[src/rtl/axi_r_pkg.sv]
// Shared types and constants for the slave-side AXI read-burst engine.
package axi_r_pkg;

  localparam int unsigned ID_W     = 8;
  localparam int unsigned ADDR_W   = 32;
  localparam int unsigned DATA_W   = 32;
  localparam int unsigned LEN_W    = 4;
  localparam int unsigned SIZE_W   = 3;
  localparam int unsigned BURST_W  = 2;
  localparam int unsigned RESP_W   = 2;
  localparam int unsigned R_BEAT_W = ID_W + DATA_W + RESP_W + 1;

  typedef enum logic [BURST_W-1:0] {
    FIXED = 2'b00,
    INCR  = 2'b01,
    WRAP  = 2'b10
  } burst_t;

  localparam logic [RESP_W-1:0] RESP_OKAY   = 2'b00;
  localparam logic [RESP_W-1:0] RESP_SLVERR = 2'b10;
  localparam logic [RESP_W-1:0] RESP_DECERR = 2'b11;

  // First byte address outside the decoded SRAM range.
  localparam logic [ADDR_W-1:0] DECERR_BASE = 32'h0001_0000;

  typedef struct packed {
    logic [ID_W-1:0]   id;
    logic [DATA_W-1:0] data;
    logic [RESP_W-1:0] resp;
    logic              last;
  } r_beat_t;

  typedef enum logic [1:0] {
    IDLE  = 2'b00,
    ISSUE = 2'b01,
    DRAIN = 2'b10
  } r_state_t;

  // Request-level protocol violations that force SLVERR on every beat.
  function automatic logic req_slverr(input logic [LEN_W-1:0]   len,
                                      input logic [SIZE_W-1:0]  size,
                                      input logic [BURST_W-1:0] burst);
    logic wrap_ok;
    wrap_ok = (len == 4'd1) || (len == 4'd3) || (len == 4'd7) || (len == 4'd15);
    return (burst == 2'b11) || (size > 3'd2) || ((burst == WRAP) && !wrap_ok);
  endfunction

  // Address of the beat following addr under the given burst rules.
  function automatic logic [ADDR_W-1:0] next_addr(input logic [ADDR_W-1:0]  addr,
                                                  input logic [LEN_W-1:0]   len,
                                                  input logic [SIZE_W-1:0]  size,
                                                  input logic [BURST_W-1:0] burst);
    logic [ADDR_W-1:0] step;
    logic [ADDR_W-1:0] mask;
    step = ADDR_W'(1) << size;
    mask = ((ADDR_W'(len) + ADDR_W'(1)) << size) - ADDR_W'(1);
    case (burst)
      FIXED:   next_addr = addr;
      WRAP:    next_addr = (addr & ~mask) | ((addr + step) & mask);
      default: next_addr = addr + step;
    endcase
  endfunction

endpackage

[src/rtl/r_beat_gen_slave_if.sv]
// AR request, SRAM read port and R-FIFO write port of the read-burst engine.
interface r_beat_gen_slave_if;
  import axi_r_pkg::*;

  logic [ID_W-1:0]     arid;
  logic [ADDR_W-1:0]   araddr;
  logic [LEN_W-1:0]    arlen;
  logic [SIZE_W-1:0]   arsize;
  logic [BURST_W-1:0]  arburst;
  logic                arvalid;
  logic                arready;

  logic                mem_cs;
  logic [ADDR_W-1:0]   mem_addr;
  logic [DATA_W-1:0]   mem_rdata;

  logic                fifo_wpush;
  logic [R_BEAT_W-1:0] fifo_wdata;
  logic                fifo_wfull;

  modport slave (
    input  arid, araddr, arlen, arsize, arburst, arvalid,
    output arready,
    output mem_cs, mem_addr,
    input  mem_rdata,
    output fifo_wpush, fifo_wdata,
    input  fifo_wfull
  );

  modport master (
    output arid, araddr, arlen, arsize, arburst, arvalid,
    input  arready,
    input  mem_cs, mem_addr,
    output mem_rdata,
    input  fifo_wpush, fifo_wdata,
    output fifo_wfull
  );
endinterface

[src/rtl/r_beat_skid.sv]
// Two-entry single-clock beat buffer between the SRAM return path and the R FIFO.
module r_beat_skid
  import axi_r_pkg::*;
(
  input  logic       clk,
  input  logic       rst,
  input  logic       push,
  input  r_beat_t    push_beat,
  input  logic       pop,
  output r_beat_t    head,
  output logic [1:0] count
);

  r_beat_t entry [2];
  logic    wptr;
  logic    rptr;
  logic    do_push;
  logic    do_pop;

  // A full buffer only takes a new beat when the head leaves in the same cycle.
  assign do_push = push && ((count != 2'd2) || pop);
  assign do_pop  = pop && (count != 2'd0);
  assign head    = entry[rptr];

  // Storage, pointers and occupancy.
  always_ff @(posedge clk or posedge rst) begin
    if (rst) begin
      entry[0] <= '0;
      entry[1] <= '0;
      wptr     <= 1'b0;
      rptr     <= 1'b0;
      count    <= 2'd0;
    end else begin
      if (do_push) begin
        entry[wptr] <= push_beat;
        wptr        <= ~wptr;
      end
      if (do_pop) begin
        rptr <= ~rptr;
      end
      count <= count + 2'(do_push) - 2'(do_pop);
    end
  end

endmodule

[src/rtl/r_beat_gen_slave.sv]
// Slave-side AXI read-burst engine: one AR burst at a time, SRAM reads with
// 1-cycle latency, beats packed as {id,data,resp,last} into the R CDC FIFO.
// Optional build macro R_BEAT_GEN_DECERR_EN: beats addressed at or above
// 0x0001_0000 return DECERR with zero data and no SRAM access.
module r_beat_gen_slave
  import axi_r_pkg::*;
(
  input  logic               clk,
  input  logic               rst,
  r_beat_gen_slave_if.slave  bus
);

  r_state_t           state;
  logic               arready_q;
  logic [ID_W-1:0]    id_q;
  logic [ADDR_W-1:0]  addr_q;
  logic [LEN_W-1:0]   len_q;
  logic [SIZE_W-1:0]  size_q;
  logic [BURST_W-1:0] burst_q;
  logic               slverr_q;
  logic [LEN_W-1:0]   beat_cnt;

  // Beat issued last cycle; its SRAM data (if any) is on mem_rdata now.
  logic               inf_vld;
  logic               inf_zero;
  logic               inf_last;
  logic [RESP_W-1:0]  inf_resp;

  logic [1:0]         buf_cnt;
  r_beat_t            head;
  r_beat_t            fill_beat_c;
  logic               pop_c;
  logic [2:0]         occ_c;
  logic               issue_c;
  logic [RESP_W-1:0]  beat_resp_c;
  logic               beat_zero_c;
  logic               handshake_c;

  assign handshake_c = bus.arvalid && arready_q;
  assign pop_c       = (buf_cnt != 2'd0) && !bus.fifo_wfull;
  // Slots already committed once this cycle's pop is accounted for.
  assign occ_c       = 3'(buf_cnt) + 3'(inf_vld) - 3'(pop_c);
  assign issue_c     = (state == ISSUE) && (occ_c < 3'd2);
  assign beat_zero_c = (beat_resp_c != RESP_OKAY);

  // Response of the beat at the current address.
  always_comb begin
    beat_resp_c = RESP_OKAY;
    if (slverr_q) begin
      beat_resp_c = RESP_SLVERR;
    end
`ifdef R_BEAT_GEN_DECERR_EN
    else if (addr_q >= DECERR_BASE) begin
      beat_resp_c = RESP_DECERR;
    end
`endif
  end

  // Assemble the beat landing in the buffer this cycle.
  always_comb begin
    fill_beat_c      = '0;
    fill_beat_c.id   = id_q;
    fill_beat_c.data = inf_zero ? '0 : bus.mem_rdata;
    fill_beat_c.resp = inf_resp;
    fill_beat_c.last = inf_last;
  end

  // Burst control: request latch, issue sequencing and drain.
  always_ff @(posedge clk or posedge rst) begin
    if (rst) begin
      state     <= IDLE;
      arready_q <= 1'b0;
      id_q      <= '0;
      addr_q    <= '0;
      len_q     <= '0;
      size_q    <= '0;
      burst_q   <= '0;
      slverr_q  <= 1'b0;
      beat_cnt  <= '0;
      inf_vld   <= 1'b0;
      inf_zero  <= 1'b0;
      inf_last  <= 1'b0;
      inf_resp  <= RESP_OKAY;
    end else begin
      inf_vld  <= issue_c;
      inf_zero <= beat_zero_c;
      inf_last <= (beat_cnt == len_q);
      inf_resp <= beat_resp_c;
      case (state)
        IDLE: begin
          arready_q <= 1'b1;
          if (handshake_c) begin
            arready_q <= 1'b0;
            id_q      <= bus.arid;
            addr_q    <= bus.araddr;
            len_q     <= bus.arlen;
            size_q    <= bus.arsize;
            burst_q   <= bus.arburst;
            slverr_q  <= req_slverr(bus.arlen, bus.arsize, bus.arburst);
            beat_cnt  <= '0;
            state     <= ISSUE;
          end
        end
        ISSUE: begin
          if (issue_c) begin
            addr_q   <= next_addr(addr_q, len_q, size_q, burst_q);
            beat_cnt <= beat_cnt + LEN_W'(1);
            if (beat_cnt == len_q) begin
              state <= DRAIN;
            end
          end
        end
        DRAIN: begin
          if (!inf_vld && (buf_cnt == 2'd0)) begin
            state     <= IDLE;
            arready_q <= 1'b1;
          end
        end
        default: begin
          state     <= IDLE;
          arready_q <= 1'b0;
        end
      endcase
    end
  end

  r_beat_skid u_skid (
    .clk       (clk),
    .rst       (rst),
    .push      (inf_vld),
    .push_beat (fill_beat_c),
    .pop       (pop_c),
    .head      (head),
    .count     (buf_cnt)
  );

  assign bus.arready    = arready_q;
  // Gated by the live credit so the buffer sustains one beat per cycle.
  assign bus.mem_cs     = issue_c && !beat_zero_c;
  assign bus.mem_addr   = addr_q;
  assign bus.fifo_wpush = (buf_cnt != 2'd0);
  assign bus.fifo_wdata = head;

endmodule
[src/flat_wrapper.sv]
// flat-port wrapper written by rule: the top's interface ports become plain ports
module r_beat_gen_slave_flat import axi_r_pkg::*;
  (clk, rst, bus_arid, bus_araddr, bus_arlen, bus_arsize, bus_arburst, bus_arvalid, bus_arready, bus_mem_cs, bus_mem_addr, bus_mem_rdata, bus_fifo_wpush, bus_fifo_wdata, bus_fifo_wfull);
  r_beat_gen_slave_if bus_i ();
  input  logic clk;
  input  logic rst;
  input wire logic [$bits(bus_i.arid)-1:0] bus_arid;
  input wire logic [$bits(bus_i.araddr)-1:0] bus_araddr;
  input wire logic [$bits(bus_i.arlen)-1:0] bus_arlen;
  input wire logic [$bits(bus_i.arsize)-1:0] bus_arsize;
  input wire logic [$bits(bus_i.arburst)-1:0] bus_arburst;
  input wire logic [$bits(bus_i.arvalid)-1:0] bus_arvalid;
  output wire logic [$bits(bus_i.arready)-1:0] bus_arready;
  output wire logic [$bits(bus_i.mem_cs)-1:0] bus_mem_cs;
  output wire logic [$bits(bus_i.mem_addr)-1:0] bus_mem_addr;
  input wire logic [$bits(bus_i.mem_rdata)-1:0] bus_mem_rdata;
  output wire logic [$bits(bus_i.fifo_wpush)-1:0] bus_fifo_wpush;
  output wire logic [$bits(bus_i.fifo_wdata)-1:0] bus_fifo_wdata;
  input wire logic [$bits(bus_i.fifo_wfull)-1:0] bus_fifo_wfull;
  assign bus_i.arid = bus_arid;
  assign bus_i.araddr = bus_araddr;
  assign bus_i.arlen = bus_arlen;
  assign bus_i.arsize = bus_arsize;
  assign bus_i.arburst = bus_arburst;
  assign bus_i.arvalid = bus_arvalid;
  assign bus_arready = bus_i.arready;
  assign bus_mem_cs = bus_i.mem_cs;
  assign bus_mem_addr = bus_i.mem_addr;
  assign bus_i.mem_rdata = bus_mem_rdata;
  assign bus_fifo_wpush = bus_i.fifo_wpush;
  assign bus_fifo_wdata = bus_i.fifo_wdata;
  assign bus_i.fifo_wfull = bus_fifo_wfull;
  r_beat_gen_slave u_core (.clk(clk), .rst(rst), .bus(bus_i));
endmodule
[config.mk]
export PLATFORM = sky130hd
export DESIGN_NAME = r_beat_gen_slave_flat
export DESIGN_NICKNAME = d
export VERILOG_FILES = /design/src/rtl/axi_r_pkg.sv /design/src/rtl/r_beat_gen_slave_if.sv /design/src/rtl/r_beat_skid.sv /design/src/rtl/r_beat_gen_slave.sv /design/src/flat_wrapper.sv
export SDC_FILE = /design/constraint.sdc
export NUM_CORES = 1
export LEC_CHECK = 0
export CAP_MARGIN = 20
export CORE_MARGIN = 2
export CORE_UTILIZATION = 30
export CTS_CLUSTER_SIZE = 28
export DETAILED_ROUTE_END_ITERATION = 16
export GPL_TIMING_DRIVEN = 0
export MAX_ROUTING_LAYER = met4
export PLACE_DENSITY = 0.5
export SLEW_MARGIN = 20
export SYNTH_ARGS = -nofsm -noshare
export SYNTH_HDL_FRONTEND = slang
export SYNTH_SLANG_ARGS = --single-unit
[constraint.sdc]
create_clock -name clk -period 5.8 [get_ports clk]
set_input_delay 0.58 -clock clk [delete_from_list [all_inputs] [get_ports clk]]
set_output_delay 0.58 -clock clk [all_outputs]
set_load 0.05 [all_outputs]
* Word level (Yosys, flattened, before mapping)
Cells that the tools add are included.
** Operators by class
- Add/sub/neg operators :: 8
- Magnitude comparators :: 5
- Equality and inequality tests :: 16
- Shift operators :: 2
- Multiplexer cells :: 23
- Bitwise operators :: 9
- Reductions and logical operators :: 30
** Operators by type and width (number)
- $mux 43 :: 4
- $pmux 32 s2 :: 2
- $mux 32 :: 3
- $bwmux 86 :: 1
- $and 32x32->32 :: 2
- $demux 43 s1 :: 1
- $add 32x32->32 :: 1
- $not 32->32 :: 1
- $or 32x32->32 :: 1
- $shl 1x3->32 const A :: 1
- $shl 32x3->32 :: 1
- $sub 32x1->32 const B :: 1
- $mux 2 :: 5
- $logic_and 1x1->1 :: 9
- $eq 2x2->1 const B :: 4
- $mux 4 :: 2
- $pmux 4 s2 :: 1
- $reduce_and 4->1 :: 2
- $logic_not 2->1 :: 3
- $logic_or 1x1->1 :: 6
- $ne 2x1->1 const B :: 3
- $ne 2x2->1 const B :: 3
- $pmux 2 s3 :: 1
- $reduce_bool 2->1 :: 3
- 23 further kinds :: 32
** Word-level totals
- Bits in registers :: 152
- Input port bits :: 85
- Output and inout bits :: 78
- Word-level logic and storage cells :: 117

* Longest topological paths before layout
Gate-level depths: netlist of the first run.
- Word-level depth :: 9
- Gate-level depth with buffers :: 15
- Depth with buffers taken out :: 13

* By module
Synthesis of the first run repeated with hierarchy kept, for this count alone.
** Unflattened totals
- Cell total of the unflattened synthesis :: 831
- Area, all modules :: 8667.1 um^2
** Modules (own cells, without submodules)
- r_beat_gen_slave :: times used 1, cells each 574, area each 4605.7 um^2
- r_beat_skid :: times used 1, cells each 257, area each 4061.4 um^2

* Worst setup path after synthesis of the first run
No wires, ideal clock.
- Path type :: reg2reg
- Start point :: register u_core.u_skid.count[1]
- End point :: register (tool-made name)
- Setup time :: 0.119 ns
- Data arrival time :: 3.476 ns
- Slack :: 2.205 ns
- Cell stages (with the launch flop) :: 15
- Period minus slack after synthesis :: 3.595 ns
- Cells stage by stage :: dfrtp_1 -> or2_2 -> nor2b_1 -> ha_1 -> nand2b_1 -> fa_1 -> xnor2_1 -> a31oi_1 -> a21o_1 -> clkbuf_1 -> or3_1 -> mux2_2 -> nand2_1 -> a31oi_1 -> o21a_1
** RTL lines
- start: declaration :: line r_beat_skid.sv:11 : output logic [1:0] count
- start signal: assignment :: line r_beat_skid.sv:41 : count <= count + 2'(do_push) - 2'(do_pop);

* Worst setup path after layout of the first run
- Start point :: register u_core.u_skid.count[1]
- End point :: output bus_mem_cs
** On the way
- Cells in the longest elaborated chain, start to end :: 6
** RTL lines
- parallel branches: the longest is 2 deep, another holds $add 2x1->3
- $sub 3x1->3 (*) :: line r_beat_gen_slave.sv:42 : assign occ_c = 3'(buf_cnt) + 3'(inf_vld) - 3'(pop_c);
- $lt 3x2->1 (*) :: line r_beat_gen_slave.sv:43 : assign issue_c = (state == ISSUE) && (occ_c < 3'd2);
- $logic_and 1x1->1 (*) :: line r_beat_gen_slave.sv:43
- $logic_and 1x1->1 (*) :: line r_beat_gen_slave.sv:139 : assign bus.mem_cs = issue_c && !beat_zero_c;
- end: declaration :: line flat_wrapper.sv:14 : output wire logic [$bits(bus_i.mem_cs)-1:0] bus_mem_cs;
Every way passes the cells marked *.

==> flow_metrics.py, run 1 <==
metrics = {
    "status": {
        "status": "completed",
    },
    "sta": {
        "timing.final.crit_share": 0.744,
        "slew_viol_final": 0,
        "max_slew_margin": 0.538,
        "worstMarginPinSlew_ns": 0.693,
        "fmaxAchievable_mhz": 232,
        "finalClockSkew_ns": 0.0245,
        "final.setup.tns_ns": 0,
        "setup_viol": 0,
        "hold_violations": 0,
        "whs_ns": 0.411,
        "rsz0062_at_grt": "no",
        "fin_crit_ns": 4.32,
    },
    "run": {
        "drv_cap": 0,
    },
    "clock_network": {
        "clkTransAtPathRegs_ns": 0.07,
        "cts_resized": 0,
        "clock_latency_ns": 0.44,
        "hold_buffers": 0,
        "cts_sinks": 148,
        "htree_levels": 4,
        "cts_buffers": 17,
        "post_cts_buffers": 0,
        "cts_tree": "done",
        "max-clock-path-buffers": 2,
        "clockRootBuffer": "clkbuf_16",
    },
    "pwr": {
        "pwr-share-seq": 0.242,
        "power.share.combinational": 0.608,
        "irDropWorstVdd_mv": 0.256,
        "switching_share": 0.502,
        "clock_power_share": 0.150,
        "p_int_mw": 3.78,
        "powerDensity_mw_per_mm2": 684,
        "p_leak_nw": 4.75,
        "p_switching_mw": 3.81,
    },
    "worst_setup_path": {
        "cp.required_ns": 5.22,
        "crit_start": "u_core.u_skid.count[1]$_DFF_PP0_",
        "cp_data_arrival_time_ns": 3.74,
        "end_kind": "primary output",
        "cp_max_fo": 5,
        "start_kind": "flip-flop",
        "critical_path_class": "reg2out",
        "rr_startpoint": "u_core.size_q[1]$_DFFE_PP0P_",
    },
    "detailed_routing": {
        "antenna_left": 0,
        "drc": 0,
        "dr.pass1.iters": 5,
        "vias": 7352,
        "drt-initial-drc-count": 485,
        "routedWlPerCell_um": 17.2,
        "vias_per_cell": 4.95,
        "routed_wl_um": 25500,
    },
    "logic_synthesis": {
        "syn_avg_cell_area_um2": 9.16,
        "synthDistinctLibCells": 76,
        "ys_async_sr_fraction": 1.00,
        "yosysWarnings": 0,
        "synth_edf_count": 0,
        "synth.area.top_cells": "dfrtp_1 44%, mux2_2 8.9%, nand2_1 7.6%",
        "yosysSeqAreaShare": 0.443,
        "synthFlopType": "dfrtp_1",
        "ys_ff_latch": 148,
        "syn-num-nets": 1014,
        "synth_cells": 912,
        "synth_top_cell_by_area": "dfrtp_1",
        "synth_area_mm2": 0.00835,
        "synth_top_area_share": 0.443,
    },
    "final_layout": {
        "fillerInstances": 2835,
        "fin_area_mm2": 0.0111,
        "syn_to_final_growth_pct": 32.7,
        "ff_latch_area_mm2": 0.00370,
        "nets": 1195,
        "drive_above_1_share": 0.118,
        "multiInputGateArea_mm2": 0.00435,
    },
    "placement": {
        "hpwl_um": 18300,
        "io_buffers": 161,
        "place_congestion": 0.857,
        "place_area_mm2": 0.0105,
    },
    "die": {
        "io_pins": 163,
        "die_y_um": 171,
        "start_util": 0.302,
        "core-area_mm2": 0.0276,
        "fp.dieW_um": 171,
        "rows": 61,
        "die_area_mm2": 0.0292,
    },
    "grt": {
        "grt_max_degree": 87,
        "globalRoute.totalOverflow": 0,
        "groute.usage.overall": 0.186,
        "grt_pass1_vias": 7425,
        "antenna_found_initial": 1,
        "grt_pass1_wl_um": 41200,
    },
    "hold_path": {
        "hold_start": "u_core.slverr_q$_DFFE_PP0P_",
        "hp-class": "reg2reg",
    },
}
power groups by stage:
stage | Clock (mW) | Sequential [mW] | Combinational, mW
after detailed placement | 0 | 1.85 | 4.63
after CTS | 1.16 | 1.84 | 4.65
after global placement | 0 | 1.84 | 4.62
final | 1.14 | 1.84 | 4.62
after global routing | 1.20 | 1.91 | 5.04
after floorplan | 0 | 2.13 | 2.94
per-layer routing:
| metal | GRT usage | up-vias | routed length (um) |
|---|---|---|---|
| li1 | - | 3579 | - |
| met1 | 0.251 | 3526 | 12200 |
| met2 | 0.288 | 224 | 11600 |
| met3 | 0.0291 | 23 | 1300 |
| met4 | 0.0534 | 0 | 338 |
| met5 | - | - | 0 |
area by class of cell:
class,instances,area share
sequential,148,0.334
timing repair buffer,162,0.148
antenna,2,0.000451
tap,378,0.0427
inverter,15,0.00575
buffer,55,0.0222
clock inverter,15,0.0167
multi-input combinational,694,0.392
clock buffer,17,0.0384
through the flow:
stage	worst slack [ns]	total power, mW	cells	utilization
after floorplan	1.24	5.07	912	-
after global placement	-1.31	6.47	1451	0.378
after detailed placement	1.51	6.48	1452	0.379
after CTS	1.44	7.65	1484	0.401
after global routing	1.23	8.15	1485	0.401
final	1.48	7.59	1486	0.401
worst paths after layout:
kind                                                           end  slack, ns  depth (start not counted)
max in group asynchronous                                async pin       4.41                          3
worst min-delay path                  u_core.inf_resp[1]$_DFF_PP0_       0.41                          0
worst max-delay path                                    bus_mem_cs       1.48                          9
worst min register to register        u_core.inf_resp[1]$_DFF_PP0_       0.41                          0
min in group asynchronous       u_core.u_skid.entry[7]$_DFFE_PP0P_       0.58                          2
worst max register to register                           flip-flop       1.69                         15
placed cells by master, fill, tap and decap left out, types with 14 or more instances in the layout:
cell type / n
dfrtp_1: 148
clkbuf_16: 17
nand2_1: 169
clkbuf_1: 37
and3_1: 14
nor2_1: 51
mux2_2: 66
a21oi_1: 45
clkdlybuf4s50_1: 161
xor2_1: 14
ha_1: 15
nand2b_1: 41
o21ai_0: 105
kinds of logic after synthesis:
group           share of synthesized area
compound gates                      0.172
fa+ha+maj                          0.0273
flops                               0.443
other cells                      0.000449
xor+xnor                           0.0271
simple gates                        0.201
buf+inv                            0.0362
mux                                0.0926
critical path, stage by stage, from the launching register on:
cell	delay, ns
dfrtp_1	0.46
or2_2	0.34
nor2b_1	0.17
ha_1	0.28
nand2b_1	0.15
fa_1	0.38
xnor2_1	0.24
nand3_1	0.17
nor2_1	0.26
clkdlybuf4s50_1	0.86
synth_stat cells, drive strengths merged, types with 2 or more instances:
library cell / count
a21o: 4
and2: 8
nor2b: 7
a221oi: 8
xnor2: 11
o2111ai: 2
o21ai: 110
o31ai: 2
ha: 15
mux2i: 3
mux2: 66
o22ai: 8
o21bai: 4
fa: 2
a31oi: 7
nor4: 2
buf: 18
and3: 14
a21oi: 45
inv: 14
xor2: 14
o21a: 6
a211oi: 9
dfrtp: 148
nand3b: 8
a211o: 2
clkbuf: 37
a32oi: 2
nand2b: 41
nor3b: 2
o41ai: 2
nand3: 14
o22a: 2
a311oi: 2
nor2: 52
or2: 2
or3: 3
nand4: 9
o31a: 2
a2bb2oi: 5
nand2: 169
nor3: 12
(Power assumes the default switching activity.)
==> inputs of run 2 (changes only) <==
--- a/config.mk
+++ b/config.mk
@@ -12,7 +12,7 @@
 export DETAILED_ROUTE_END_ITERATION = 16
 export GPL_TIMING_DRIVEN = 0
 export MAX_ROUTING_LAYER = met4
-export PLACE_DENSITY = 0.5
+export PLACE_DENSITY = 0.52
 export SLEW_MARGIN = 20
 export SYNTH_ARGS = -nofsm -noshare
 export SYNTH_HDL_FRONTEND = slang
==> constraint.sdc (replaced) <==
create_clock -name clk -period 3.7 [get_ports clk]
set_input_delay 0.37 -clock clk [delete_from_list [all_inputs] [get_ports clk]]
set_output_delay 0.37 -clock clk [all_outputs]
set_load 0.05 [all_outputs]
==> flow_metrics.py, run 2 (synthesized netlist as in run 1, its figures left out) <==
metrics = {
    "clock_network": {
        "clkTransAtPathRegs_ns": 0.07,
        "htree_levels": 4,
        "cts_sinks": 148,
        "max-clock-path-buffers": 2,
        "cts_buffers": 17,
        "hold_buffers": 0,
        "clockRootBuffer": "clkbuf_16",
        "cts_tree": "done",
        "clock_latency_ns": 0.43,
    },
    "sta": {
        "final.setup.tns_ns": 0,
        "whs_ns": 0.362,
        "worstMarginPinSlew_ns": 0.757,
        "rsz0062_at_grt": "no",
        "finalClockSkew_ns": 0.0106,
        "fmaxAchievable_mhz": 285,
        "setup_viol": 0,
        "hold_violations": 0,
        "max_slew_margin": 0.496,
        "timing.final.crit_share": 0.950,
        "slew_viol_final": 0,
        "fin_crit_ns": 3.51,
    },
    "worst_setup_path": {
        "cp.required_ns": 3.33,
        "cp_max_fo": 5,
        "rr_startpoint": "u_core.u_skid.count[1]$_DFF_PP0_",
        "cp_data_arrival_time_ns": 3.14,
        "start_kind": "flip-flop",
        "critical_path_class": "reg2out",
        "end_kind": "primary output",
        "crit_start": "u_core.u_skid.count[1]$_DFF_PP0_",
    },
    "pwr": {
        "irDropWorstVdd_mv": 0.427,
        "p_switching_mw": 5.97,
        "p_int_mw": 5.95,
        "p_leak_nw": 4.79,
        "powerDensity_mw_per_mm2": 1070,
        "clock_power_share": 0.142,
        "power.share.combinational": 0.617,
        "pwr-share-seq": 0.241,
        "switching_share": 0.501,
    },
    "detailed_routing": {
        "drc": 0,
        "drt-initial-drc-count": 395,
        "vias_per_cell": 4.92,
        "routedWlPerCell_um": 17.3,
        "vias": 7315,
        "dr.pass1.iters": 4,
        "antenna_left": 0,
        "routed_wl_um": 25700,
    },
    "die": {
        "rows": 61,
        "die_y_um": 171,
        "start_util": 0.302,
        "core-area_mm2": 0.0276,
        "die_area_mm2": 0.0292,
        "io_pins": 163,
        "fp.dieW_um": 171,
    },
    "final_layout": {
        "drive_above_1_share": 0.134,
        "fillerInstances": 2823,
        "mostFrequentLayoutCell": "nand2_1",
        "final_cell_mix": "168 x nand2_1, 160 x clkdlybuf4s50_1, 147 x dfrtp_1, 105 x o21ai_0, 66 x mux2_2",
        "post-route-util": 0.404,
        "syn_to_final_growth_pct": 33.8,
        "nets": 1199,
    },
    "grt": {
        "grt_pass1_wl_um": 40600,
        "grt_max_degree": 31,
        "groute.usage.overall": 0.184,
        "globalRoute.totalOverflow": 0,
        "grt_pass1_vias": 7453,
        "antenna_found_initial": 1,
    },
    "placement": {
        "place_congestion": 0.848,
        "hpwl_um": 18800,
        "io_buffers": 161,
    },
    "run": {
        "drv_cap": 0,
    },
    "status": {
        "status": "completed",
    },
    "hold_path": {
        "hp-class": "in2async",
    },
}
-- run 2: changes by cell type in the layout (fill, tap and decap cells not counted), sizes merged --
cell           delta
clkinvlp          +1
diode             -1
inv               +2
clkbuf            -1
buf               +6
clkdlybuf4s50     -1
clkinv            -4
-- run 2: through the flow --
stage,worst slack [ns],power [mW],cell area (um2),std cells
floorplan,0.105,7.94,8360,912
global placement,-0.409,10.1,10400,1451
detailed placement,-0.462,10.2,10600,1456
CTS,0.00106,11.9,11200,1488
global route,0.00632,12.8,11200,1488
finish,0.186,11.9,11200,1488
-- run 2: critical path, cell delays in order, from the launching register on --
cell      delay [ns]
dfrtp_2         0.46
or2_2           0.33
nor2b_1         0.18
ha_1            0.30
nand2b_1        0.15
fa_1            0.40
xnor2_2         0.26
nand3_1         0.18
nor2_1          0.13
buf_2           0.30
-- run 2: final timing paths --
| check | endpoint | slack (ns) | cells past startpoint |
|---|---|---|---|
| worst max-delay path | bus_mem_cs | 0.19 | 9 |
| worst min-delay path | u_core.u_skid.entry[7]$_DFFE_PP0P_ | 0.36 | 2 |
| worst max register to register | flip-flop | 0.20 | 13 |
| worst min register to register | u_core.inf_resp[1]$_DFF_PP0_ | 0.42 | 0 |
| max in group asynchronous | u_core.u_skid.count[1]$_DFF_PP0_ | 2.55 | 4 |
| min in group clk | u_core.inf_resp[1]$_DFF_PP0_ | 0.42 | 0 |
-- run 2: final cells by class --
type                            count  area (um2)  share of cell area
Clock buffer                       17         425              0.0381
Multi-Input combinational cell    694        4400               0.393
Sequential cell                   148        3700               0.332
Tap cell                          378         473              0.0423
Timing Repair Buffer              168        1740               0.155
Clock inverter                     14         134              0.0120
Buffer                             53         244              0.0218
Inverter                           15        60.1             0.00537
Antenna cell                        1        2.50            0.000224
-- run 2: metal layers --
metal,share of wire,vias up,routed length [um],GRT usage
met1,0.48,3519,12300,0.246
met2,0.46,203,11800,0.289
met4,0.017,0,444,0.0505
met3,0.046,27,1190,0.0340
met5,0,-,0,-
li1,-,3566,-,-
-- run 2: timing repair --
action | 4_1_cts | 5_1_grt
endpoints found under the setup margin | 19 | 13
pin swaps | 2 | 2
resized for setup | 9 | 12
buffers inserted | 2 | 0
-- run 2: power groups by stage --
stage,sequential [mW],combinational [mW],clock (mW)
after floorplan,3.34,4.61,0
after global placement,2.88,7.23,0
after detailed placement,2.89,7.27,0
after CTS,2.88,7.34,1.73
after global routing,2.98,7.98,1.80
final,2.87,7.35,1.70
